### config.mk
export PLATFORM = sky130hd
export DESIGN_NAME = bist_engine
export DESIGN_NICKNAME = d
export VERILOG_FILES = /design/src/rtl/bist_engine.sv
export SDC_FILE = /design/constraint.sdc
export NUM_CORES = 1
export LEC_CHECK = 0
export ABC_AREA = 1
export BUFFER_PORTS_ARGS = -buffer_cell sky130_fd_sc_hd__buf_2
export CAP_MARGIN = 30
export CELL_PAD_IN_SITES_DETAIL_PLACEMENT = 0
export CELL_PAD_IN_SITES_GLOBAL_PLACEMENT = 1
export CORE_MARGIN = 5
export CORE_UTILIZATION = 48
export DETAILED_ROUTE_END_ITERATION = 7
export GPL_TIMING_DRIVEN = 0
export PLACE_DENSITY = 0.78
export SYNTH_ARGS = -nofsm -noshare
export SYNTH_HDL_FRONTEND = slang
export SYNTH_SLANG_ARGS = --single-unit
### constraint.sdc
create_clock -name clk -period 2.4 [get_ports clk]
set_input_delay 0.12 -clock clk [delete_from_list [all_inputs] [get_ports clk]]
set_output_delay 0.12 -clock clk [all_outputs]
set_load 0.05 [all_outputs]
### src/rtl/bist_engine.sv
// Built-in self-test engine: drives a vector sequence onto a DUT port and either
// compares responses against a stored table or compacts them into a MISR signature.
module bist_engine #(
    parameter int          W     = 4,
    parameter int          DEPTH = 17,
    parameter int          LAT   = 1,
    parameter logic [W-1:0] POLY = W'(4'b0011),
    localparam int         IW    = (DEPTH > 1) ? $clog2(DEPTH) : 1,
    localparam int         DW    = $clog2(DEPTH + LAT + 1)
) (
    input  logic          clk,
    input  logic          rst_n,
    input  logic          start_i,
    input  logic          abort_i,
    input  logic          mode_i,
    input  logic          vec_we_i,
    input  logic [IW-1:0] vec_addr_i,
    input  logic [W-1:0]  stim_wdata_i,
    input  logic [W-1:0]  exp_wdata_i,
    input  logic [W-1:0]  seed_i,
    input  logic [W-1:0]  sig_ref_i,
    input  logic [W-1:0]  state_i,
    output logic [W-1:0]  drive_o,
    output logic          busy_o,
    output logic          done_o,
    output logic          pass_o,
    output logic [IW-1:0] fail_idx_o,
    output logic [IW:0]   fail_cnt_o,
    output logic [DW-1:0] duration_o
);

    typedef enum logic [1:0] {S_IDLE, S_RUN, S_DRAIN, S_DONE} state_t;

    localparam int SW = 1 + IW + W;

    state_t        state_q, state_d;
    logic          mode_q, mode_d;
    logic [W-1:0]  lfsr_q, lfsr_d;
    logic [W-1:0]  misr_q, misr_d;
    logic [DW-1:0] dur_q, dur_d;
    logic [IW:0]   fail_cnt_q, fail_cnt_d;
    logic [IW-1:0] fail_idx_q, fail_idx_d;
    logic          res_vld_q, res_vld_d;
    logic          sig_ok_q, sig_ok_d;
    logic          busy_q, busy_d;
    logic          done_q, done_d;

    logic          start_ok, in_busy, do_abort, dl_clr, mem_we;
    logic [IW-1:0] rd_addr;
    logic [W-1:0]  stim_rd_q, exp_rd_q;
    logic [SW-1:0] stage0, stage_cmp;
    logic          cmp_vld;
    logic [IW-1:0] cmp_idx;
    logic [W-1:0]  cmp_exp;

    logic [W-1:0]  stim_mem [DEPTH];
    logic [W-1:0]  exp_mem  [DEPTH];

    function automatic logic [W-1:0] galois_step(input logic [W-1:0] v);
        return {v[W-2:0], 1'b0} ^ (v[W-1] ? POLY : '0);
    endfunction

    assign start_ok = (state_q == S_IDLE) && start_i && !abort_i;
    assign in_busy  = (state_q == S_RUN) || (state_q == S_DRAIN);
    assign do_abort = in_busy && abort_i;
    assign dl_clr   = start_ok || do_abort;
    assign mem_we   = vec_we_i && (state_q == S_IDLE) && (int'(vec_addr_i) < DEPTH);

    // Vector tables are read one cycle ahead so the word for vector k is ready in RUN cycle k.
    always_ff @(posedge clk) begin
        if (mem_we) begin
            stim_mem[vec_addr_i] <= stim_wdata_i;
            exp_mem[vec_addr_i]  <= exp_wdata_i;
        end
        stim_rd_q <= stim_mem[rd_addr];
        exp_rd_q  <= exp_mem[rd_addr];
    end

    // Each stage carries {valid, index, expected} so the compare lines up with the DUT latency.
    assign stage0 = {state_q == S_RUN, dur_q[IW-1:0], exp_rd_q};

    generate
        if (LAT > 0) begin : g_dl
            logic [SW-1:0] dl_q [LAT];
            logic [SW-1:0] dl_d [LAT];
            for (genvar gi = 0; gi < LAT; gi++) begin : g_stage
                if (gi == 0) begin : g_head
                    assign dl_d[gi] = dl_clr ? '0 : stage0;
                end else begin : g_tail
                    assign dl_d[gi] = dl_clr ? '0 : dl_q[gi-1];
                end
            end
            always_ff @(posedge clk or negedge rst_n) begin
                if (!rst_n) begin
                    for (int j = 0; j < LAT; j++) dl_q[j] <= '0;
                end else begin
                    for (int j = 0; j < LAT; j++) dl_q[j] <= dl_d[j];
                end
            end
            assign stage_cmp = dl_q[LAT-1];
        end else begin : g_nodl
            assign stage_cmp = stage0;
        end
    endgenerate

    assign {cmp_vld, cmp_idx, cmp_exp} = stage_cmp;

    always_comb begin
        state_d    = state_q;
        mode_d     = mode_q;
        lfsr_d     = lfsr_q;
        misr_d     = misr_q;
        dur_d      = dur_q;
        fail_cnt_d = fail_cnt_q;
        fail_idx_d = fail_idx_q;
        res_vld_d  = res_vld_q;
        sig_ok_d   = sig_ok_q;
        rd_addr    = '0;

        case (state_q)
            S_IDLE: begin
                if (start_ok) begin
                    state_d    = S_RUN;
                    mode_d     = mode_i;
                    lfsr_d     = (seed_i == '0) ? W'(1) : seed_i;
                    misr_d     = '0;
                    dur_d      = '0;
                    fail_cnt_d = '0;
                    fail_idx_d = '1;
                    res_vld_d  = 1'b0;
                    sig_ok_d   = 1'b0;
                end
            end
            S_RUN: begin
                if (dur_q != DW'(DEPTH - 1)) rd_addr = dur_q[IW-1:0] + IW'(1);
                if (abort_i) begin
                    state_d = S_IDLE;
                end else begin
                    lfsr_d = galois_step(lfsr_q);
                    if (dur_q == DW'(DEPTH - 1)) begin
                        state_d   = (LAT == 0) ? S_DONE : S_DRAIN;
                        res_vld_d = (LAT == 0);
                    end
                end
            end
            S_DRAIN: begin
                if (abort_i) begin
                    state_d = S_IDLE;
                end else if (dur_q == DW'(DEPTH + LAT - 1)) begin
                    state_d   = S_DONE;
                    res_vld_d = 1'b1;
                end
            end
            S_DONE: begin
                state_d  = S_IDLE;
                sig_ok_d = (misr_q == sig_ref_i);
            end
            default: state_d = S_IDLE;
        endcase

        if (in_busy) dur_d = dur_q + DW'(1);

        // The edge that takes an abort does not fold in a response.
        if (in_busy && !abort_i && cmp_vld) begin
            if (mode_q) begin
                misr_d = galois_step(misr_q) ^ state_i;
            end else if (state_i != cmp_exp) begin
                if (fail_cnt_q == '0) fail_idx_d = cmp_idx;
                if (fail_cnt_q != '1) fail_cnt_d = fail_cnt_q + (IW+1)'(1);
            end
        end

        busy_d = (state_d == S_RUN) || (state_d == S_DRAIN);
        done_d = (state_d == S_DONE);
    end

    always_ff @(posedge clk or negedge rst_n) begin
        if (!rst_n) begin
            state_q    <= S_IDLE;
            mode_q     <= 1'b0;
            lfsr_q     <= '0;
            misr_q     <= '0;
            dur_q      <= '0;
            fail_cnt_q <= '0;
            fail_idx_q <= '1;
            res_vld_q  <= 1'b0;
            sig_ok_q   <= 1'b0;
            busy_q     <= 1'b0;
            done_q     <= 1'b0;
        end else begin
            state_q    <= state_d;
            mode_q     <= mode_d;
            lfsr_q     <= lfsr_d;
            misr_q     <= misr_d;
            dur_q      <= dur_d;
            fail_cnt_q <= fail_cnt_d;
            fail_idx_q <= fail_idx_d;
            res_vld_q  <= res_vld_d;
            sig_ok_q   <= sig_ok_d;
            busy_q     <= busy_d;
            done_q     <= done_d;
        end
    end

    // The signature reference is only looked at in DONE, so the verdict for that cycle is live.
    assign pass_o     = res_vld_q && (mode_q ? (done_q ? (misr_q == sig_ref_i) : sig_ok_q)
                                             : (fail_cnt_q == '0));
    assign drive_o    = (state_q == S_RUN) ? (mode_q ? lfsr_q : stim_rd_q) : '0;
    assign busy_o     = busy_q;
    assign done_o     = done_q;
    assign fail_idx_o = fail_idx_q;
    assign fail_cnt_o = fail_cnt_q;
    assign duration_o = dur_q;

endmodule

# --- Word-level counts from Yosys, hierarchy flattened ---
# Memories as Yosys holds them, arrays and structs flattened. A register that Yosys moved wholly into a read port is not among the register bits.
# Index checks and enable logic that the tools add are counted.
word_totals:
  ff_bits: 41
  ram_bits: 136
  inputBits: 31
  out_inout_bits: 23
  wordCells: 109
  n_memories: 2
classes:
  n_addsub: 2
  magnitude_cmp: 1
  eq_ne: 17
  mux: 47
  bitwise: 3
  reduce_logical: 25
mem_list:
  columns: ["name", "words", "word_bits", "rd", "rd_ports_with_merged_regs", "wr", "line_no", "rtl"]
  rows:
  - ["exp_mem", 17, 4, 1, 1, 1, "57", "logic [W-1:0] exp_mem [DEPTH];"]
  - ["stim_mem", 17, 4, 1, 1, 1, "56", "logic [W-1:0] stim_mem [DEPTH];"]
op_table:
  columns: ["operator", "n"]
  rows:
  - ["$mux 5", 11]
  - ["$mux 4", 9]
  - ["$mux 6", 6]
  - ["$mux 2", 7]
  - ["$eq 5x5->1 const B", 2]
  - ["$mux 10", 1]
  - ["$mux 1", 9]
  - ["$eq 2x2->1 const B", 4]
  - ["$logic_and 1x1->1", 8]
  - ["$pmux 2 s4", 1]
  - ["$pmux 4 s2", 1]
  - ["$reduce_bool 2->1", 4]
  - ["$xor 4x2->4", 2]
  - ["$add 6x1->6 const B", 1]
  - ["$logic_not 6->1", 1]
  - ["$ne 2x2->1 const B", 3]
  - ["$ne 6x6->1 const B", 1]
  - ["$reduce_and 2->1", 3]
  - ["$reduce_and 6->1", 1]
  - ["$add 5x1->5 const B", 1]
  - ["$lt 5x5->1 const B", 1]
  - ["$ne 5x5->1 const B", 1]
  - ["$eq 2x1->1 const B", 2]
  - ["$eq 4x4->1", 1]
  - ["other kinds (11)", 14]

# --- Longest topological paths before layout ---
# Gate-level depths: netlist of run 1.
logic_depth:
  ltp_word: 9
  mapped_depth: 16
  mapped_depth_nobuf: 14

# --- Worst setup path before layout of run 1 ---
# Ideal clock, no wire load.
synth_path:
  path_kind: "reg2reg"
  start: "reg dur_q[0], in the netlist duration_o[0]"
  end: "reg busy_q, in the netlist busy_o"
  setup_ns: 0.126
  arrival_ns: 2.276
  required_time_ns: 2.274
  slack_ns: -0.002
  stages_incl_launch_ff: 13
  path_buffers: 2
  period_less_slack_ns: 2.402
  cell_sequence: "dfrtp_1 inv_2 buf_2 buf_2 ha_1 nand2_1 inv_2 nand2_8 nand2_4 inv_2 o211ai_1 o211ai_1 ha_1"
synth_between:
  elab_chain_cells: 6
  elab_cells_between_ends: 10
  classes_between: "eq/ne (4); mux (5); reduce/logical (1)"
synth_lines:
  columns: ["element", "line_no", "rtl"]
  rows:
  - ["from (decl)", "40", "logic [DW-1:0] dur_q, dur_d;"]
  - ["from (signal assigned)", "195", "dur_q <= dur_d;"]
  - ["$eq 5x5->1, on equally long branches", "149, 140", null]
  - ["$mux 2, on equally long branches", "149, 140", null]
  - ["$mux 2, on equally long branches", "147, 136", null]
  - ["$pmux 2 s4 *", "120", "case (state_q)"]
  - ["via state_d[0]", "36", "state_t state_q, state_d;"]
  - ["$eq 2x1->1 or $eq 2x2->1 (tied branches)", "173", "busy_d = (state_d == S_RUN) || (state_d == S_DRAIN);"]
  - ["$logic_or 1x1->1 *", "173", null]
  - ["via busy_d", "45", "logic busy_q, busy_d;"]
  - ["to (signal assigned)", "200", "busy_q <= busy_d;"]
  - ["to (decl)", "45", null]
# Mark *: on every way through the listed nets, which the timed path passes. The rest lies on a longest branch.
# A chain may end at the register's enable or synchronous reset.

# --- Final worst setup path of run 1 ---
layout_path:
  start: "reg state_q[1]"
  end: "mem stim_mem[0][1] (enable)"
layout_between:
  elab_chain_cells: 5
layout_lines:
  columns: ["element", "line_no", "rtl"]
  rows:
  - ["from (decl)", "36", null]
  - ["from (signal assigned)", "191", "state_q <= state_d;"]
  - ["$logic_not 2->1", "67", "assign mem_we = vec_we_i && (state_q == S_IDLE) && (int'(vec_addr_i) < DEPTH);"]
  - ["$logic_and 1x1->1 (2 in a row)", "67", null]
  - ["$mux 1", "71", "if (mem_we) begin"]
  - ["$mux 1 (not written as such)", "72", "stim_mem[vec_addr_i] <= stim_wdata_i;"]
  - ["to (decl)", "56", null]
# Every way passes these cells.

==> flow_summary.toml, run 1 <==
[timing]
slew_violations = 0
clock_skew_ns = 0.00529
setup_viol = 0
slew_headroom_pct = 47.2
min_period_ns = 2.32
finalHoldViolCount = 0
timing.final.crit_share_pct = 96.7
tightest_slew_ns = 0.787
max_freq_mhz = 431

[die]
initial_core_util_pct = 49.0
die_h_um = 146
dieWidth_um = 146
die_area_sq_um = 21300
core_area_sq_um = 18100
rows = 49
io_pins = 54

[grt]
antenna_found_initial = 0
grt_pass1_vias = 6146
grt_pass1_wl_mm = 33.4
overflow = 0
grt_max_degree = 42
grt_usage_pct = 20.1

[setup_path]
worstPathRequired_ns = 2.49
worstPathCellList = "inv_1, ha_1, o211ai_1, a21oi_2, nand3b_1, buf_4, nor2_4"
worstSetupPathType = "flip-flop to flip-flop"
crit_path_start = "state_q[1]"
worstPathArrival_ns = 2.42
critPathMaxFanout = 8
critPathMaxStageDelay_ns = 0.45
crit_slowest_cell = "dfrtp_1"
end_kind = "flip-flop"
critPathLaunchType = "flip-flop"
worstReg2RegStart = "state_q[1]"

[detailed_routing]
vias = 6199
drtIter0Drc = 537
vias_per_cell = 5.18
wire_per_inst_um = 17.2
m1WireLength_mm = 9.42
wirelength_mm = 20.6
firstDrtPassIters = 5
wl_met3_mm = 1.03
met2_length_mm = 9.62
highest_layer = "met4"
drc = 0
postRouteAntennaNets = 0

[synth]
synth_area_sq_um = 8860
yosys_warnings = 0
netlist_instances = 877
synth_cell_types = 47
synth-edff-count = 136
synth_area_leaders = "edfxtp_1, dfrtp_1, nand2_1, inv_1, nand3_1"
synth_area_per_cell_sq_um = 10.1
synth_flop_cell = "edfxtp_1"
ys_seq_area_share_pct = 59.6
async_flop_share_pct = 22.2
synth_seq_cells = 185
synth_top_area_share_pct = 46.1
synth_top_area_cell = "edfxtp_1"
syn-num-nets = 920

[place]
portBuffers = 53
dp_hpwl_mm = 14.7
dpl.cell_count = 1159
gp_congestion = 0.864
place_area_sq_um = 9410

[layout]
finalInstanceArea_sq_um = 10300
drive_gt1_share_pct = 19.5
layout.nets = 997
final_common_cell = "inv_1"
mostFrequentLayoutCells = "inv_1, nand2_1, edfxtp_1"
multi_input_area_sq_um = 2880
syn2layout_area_growth_pct = 15.9
fin_cells = 1196
fillers = 1581
seqCellArea_sq_um = 5280
antenna-diode-count = 0

[power]
p_total_uw = 10700
ir_worst_vdd_uv = 540
powerDensity_nw_per_um2 = 1040
p_leak_uw = 0.00444

[flow_run]
maxCapViolations = 0

[cts]
clk_latency_ns = 0.42
cts_buffers = 17
cts_max_level = 4
cts_buffer_depth = 2
cts_tree = "yes"
cts-root-buf = "clkbuf_16"
clock-sinks = 185
clk_pin_slew_ns = 0.07

[hold_path]
hp-class = "input port to flip-flop"
holdCritStartpoint = "state_i[2]"

[status]
status = "finished clean"
==> cell usage after synthesis (all sizes together), types with 7 or more instances <==
library cell,n
nand3,108
clkbuf,9
xor2,7
nand2,142
ha,12
inv,146
buf,28
dfxtp,8
nand4,58
edfxtp,136
dfrtp,36
o21ai,27
nor2,99
or2,8
xnor2,8
a21oi,10
==> layout make-up <==
type	instances	share of cell area [%]
well taps	229	2.79
inverters	148	5.55
repair buffers	61	3.61
multi-input cells	506	28.0
clock buffers	20	4.77
clock inverters	12	0.963
flip-flops and latches	185	51.4
plain buffers	35	2.91
==> worst paths after layout <==
path,end,slack (ns),cells past startpoint
max in group asynchronous,fail_idx_o[2],1.92,3
max,stim_mem[0][1],0.08,7
min reg2reg,g_dl.dl_q[3],0.40,2
min in group asynchronous,fail_idx_o[3],0.21,2
max reg2reg,stim_mem[0][1],0.08,7
min,misr_q[2],0.02,3
==> state kept, by name, summed over array words and instances (netlist names) <==
| signal | cells |
|---|---|
| exp_mem | 68 |
| stim_mem | 68 |
| g_dl.dl_q | 10 |
| fail_cnt_o | 6 |
| duration_o | 5 |
| fail_idx_o | 5 |
| exp_rd_q | 4 |
| lfsr_q | 4 |
| misr_q | 4 |
| stim_rd_q | 4 |
| state_q | 2 |
| busy_o | 1 |
| done_o | 1 |
| mode_q | 1 |
| res_vld_q | 1 |
| sig_ok_q | 1 |
==> per-layer routing <==
metal	up-vias	GRT usage (%)
li1	3086	-
met5	-	0
met2	169	32.4
met1	2917	27.5
met3	27	3.43
met4	0	7.26
==> logic make-up (layout without fill, tap and decap cells) <==
logic type      Yosys count  in the layout  share of synthesized area [%]
fa+ha+maj                12             12                           1.69
flops                   185            185                           59.6
compound gates           56             56                           3.66
xor+xnor                 15             15                           1.48
buf+inv                 186            276                           9.46
simple gates            423            423                           24.1
==> stage by stage <==
stage | util [%] | hold WS (ns) | setup WS (ns) | TNS, ns
detailed placement | 52.0 | 0.310 | -0.313 | -18.13
CTS | 55.9 | 0.00218 | -0.115 | -6.60
global route | 56.8 | 0.00917 | -0.0116 | -0.0116
finish | 56.8 | 0.0184 | 0.0785 | 0
global placement | 52.0 | 0.305 | -0.343 | -20.40
floorplan | - | -0.176 | 0.116 | 0
==> worst max-delay path, delay by kind of cell, from the launching register on <==
kind / cells / cell delay (ns)
buffers and inverters: 2 / 0.35
adders and majority gates: 1 / 0.35
DFF: 1 / 0.45
AOI/OAI and AO/OA: 2 / 0.44
and+or+nand+nor: 2 / 0.41
==> report_power, final <==
part / total (uW) / internal, uW / switching, uW
logic: 4010 / 1250 / 2760
registers: 3960 / 3770 / 189
clock network: 2750 / 1510 / 1240
total: 10700 / 6530 / 4190
==> repair_timing <==
| item | in CTS | in global routing |
|---|---|---|
| endpoints found under the hold margin | 40 | 0 |
| cloned | 0 | 0 |
| hold buffers | 5 | 0 |
| buffers inserted | 0 | 2 |
| pin swaps | 0 | 4 |
| gates resized for setup | 23 | 33 |
| endpoints found under the setup margin | 133 | 141 |
Note: power is estimated with default switching activity, not from simulation.
==> run 2: changes to the inputs <==
--- a/config.mk
+++ b/config.mk
@@ -15,6 +15,7 @@
 export DETAILED_ROUTE_END_ITERATION = 7
 export GPL_TIMING_DRIVEN = 0
 export PLACE_DENSITY = 0.78
+export RECOVER_POWER = 25
 export SYNTH_ARGS = -nofsm -noshare
 export SYNTH_HDL_FRONTEND = slang
 export SYNTH_SLANG_ARGS = --single-unit
==> run 2 against run 1 <==
Non-clock buffer count unchanged. Sequential cell count unchanged. Total power barely moved. Wire length about the same. Global-route usage unchanged. Combinational power is essentially flat. Via count increased by 0.23%. Utilization about the same. Register-to-register slack hardly changed.
==> flow_summary.toml, run 2 (synthesis results as in run 1) <==
[timing]
slew_violations = 0
setup_viol = 0
clock_skew_ns = 0.00529
max_freq_mhz = 430
setup_ws_ns = 0.0769
slew_headroom_pct = 33.1
tightest_slew_ns = 1.00
timing.final.crit_share_pct = 96.8
finalHoldViolCount = 0
fin_hold_ws_ns = 0.0184
min_period_ns = 2.32

[grt]
overflow = 0
grt_pass1_wl_mm = 33.4
grt_max_degree = 42
antenna_found_initial = 0
grt_usage_pct = 20.1
grt_pass1_vias = 6146

[detailed_routing]
vias = 6213
drc = 0
vias_per_cell = 5.19
firstDrtPassIters = 5
wirelength_mm = 20.6
postRouteAntennaNets = 0
drtIter0Drc = 539
wire_per_inst_um = 17.2

[power]
pwr-share-seq_pct = 37.0
pwr-share-clk_pct = 25.7
p_total_uw = 10700
p_leak_uw = 0.00442
internal_power_uw = 6520
ir_worst_vdd_uv = 540
p_switching_uw = 4190
switching_share_pct = 39.1
comb_power_share_pct = 37.3
powerDensity_nw_per_um2 = 1040

[layout]
multi_input_area_sq_um = 2880
reg.largest.list = "exp_mem: 68 flops, stim_mem: 68 flops, g_dl.dl_q: 10 flops"
seqCellArea_sq_um = 5280
drive_gt1_share_pct = 18.8
final_common_cell = "inv_1"
antenna-diode-count = 0
layout.nets = 997
fin_cells = 1196
mostFrequentLayoutCells = "inv_1, nand2_1, edfxtp_1"
fillers = 1587
syn2layout_area_growth_pct = 15.8

[die]
io_pins = 54
die_h_um = 146
initial_core_util_pct = 49.0
rows = 49
dieWidth_um = 146
core_area_sq_um = 18100
die_area_sq_um = 21300

[cts]
cts_buffer_depth = 2
cts_tree = "yes"
cts-root-buf = "clkbuf_16"
clock-sinks = 185
clk_pin_slew_ns = 0.07
cts_max_level = 4
cts_buffers = 17
clk_latency_ns = 0.42

[setup_path]
worstSetupPathType = "flip-flop to flip-flop"
worstPathRequired_ns = 2.49
critPathMaxFanout = 8
worstPathArrival_ns = 2.42
critPathLaunchType = "flip-flop"
r2r_cells = 7
end_kind = "flip-flop"

[place]
dpl.cell_count = 1159
gp_congestion = 0.864
dp_hpwl_mm = 14.7
pre_cts_ws_ns = -0.313
portBuffers = 53

[status]
status = "finished clean"

[hold_path]
min_delay_path_depth = 3
hp-class = "input port to flip-flop"

[flow_run]
maxCapViolations = 0
## run 2: cell count changes in the layout (fill, tap and decap cells not counted), sizes merged
| cell | change |
|---|---|
| clkbuf | +7 |
| buf | -7 |
## run 2: metal layers
metal | up-vias | wire length (um) | GRT usage [%]
met5 | - | 0 | 0
met4 | 0 | 538 | 7.26
met3 | 31 | 1030 | 3.43
met2 | 171 | 9650 | 32.4
met1 | 2925 | 9380 | 27.5
li1 | 3086 | - | -
## run 2: through the flow
| stage | TNS (ns) | util, % | area [sq um] |
|---|---|---|---|
| after global routing | -0.0116 | 56.7 | 10300 |
| after global placement | -20.40 | 52.0 | 9410 |
| after CTS | -6.60 | 55.9 | 10100 |
| final | 0 | 56.7 | 10300 |
| after detailed placement | -18.13 | 52.0 | 9410 |
| after floorplan | 0 | - | 8860 |
## run 2: final timing paths
kind / end / from / slack [ns]
worst max-delay path: stim_mem[0][1] / state_q[1] / 0.08
worst min-delay path: misr_q[2] / state_i[2] / 0.02
worst max register to register: stim_mem[0][1] / state_q[1] / 0.08
worst min register to register: g_dl.dl_q[3] / exp_rd_q[3] / 0.40
max in group asynchronous: fail_idx_o[2] / rst_n / 1.85
min in group asynchronous: fail_idx_o[3] / rst_n / 0.26
## run 2: worst max-delay path, cell delays in order (launching register included)
cell      delay [ns]
dfrtp_1         0.45
inv_1           0.16
ha_1            0.35
o211ai_1        0.16
a21oi_2         0.28
nand3b_1        0.12
buf_4           0.19
nor2_4          0.29
## run 2: power groups by stage
stage               combinational, uW  sequential [uW]  clock (uW)
floorplan                        2540             4300           0
global placement                 3870             4030           0
detailed placement               3880             4030           0
CTS                              3960             3960        2790
global route                     4460             4000        2940
finish                           4000             3960        2750
## run 2: layout make-up
class / instances / area share (%)
inverter: 148 / 5.55
timing repair buffer: 61 / 3.53
clock buffer: 20 / 4.77
tap: 229 / 2.79
sequential: 185 / 51.5
clock inverter: 12 / 0.964
multi-input combinational: 506 / 28.0
buffer: 35 / 2.92
## run 2: timing repair
action | 4_1_cts | 5_1_grt
endpoints found under the hold margin | 40 | 0
endpoints found under the setup margin | 133 | 141
resized for setup | 23 | 33
hold buffers | 5 | 0
buffers inserted | 0 | 2
pin swaps | 0 | 4
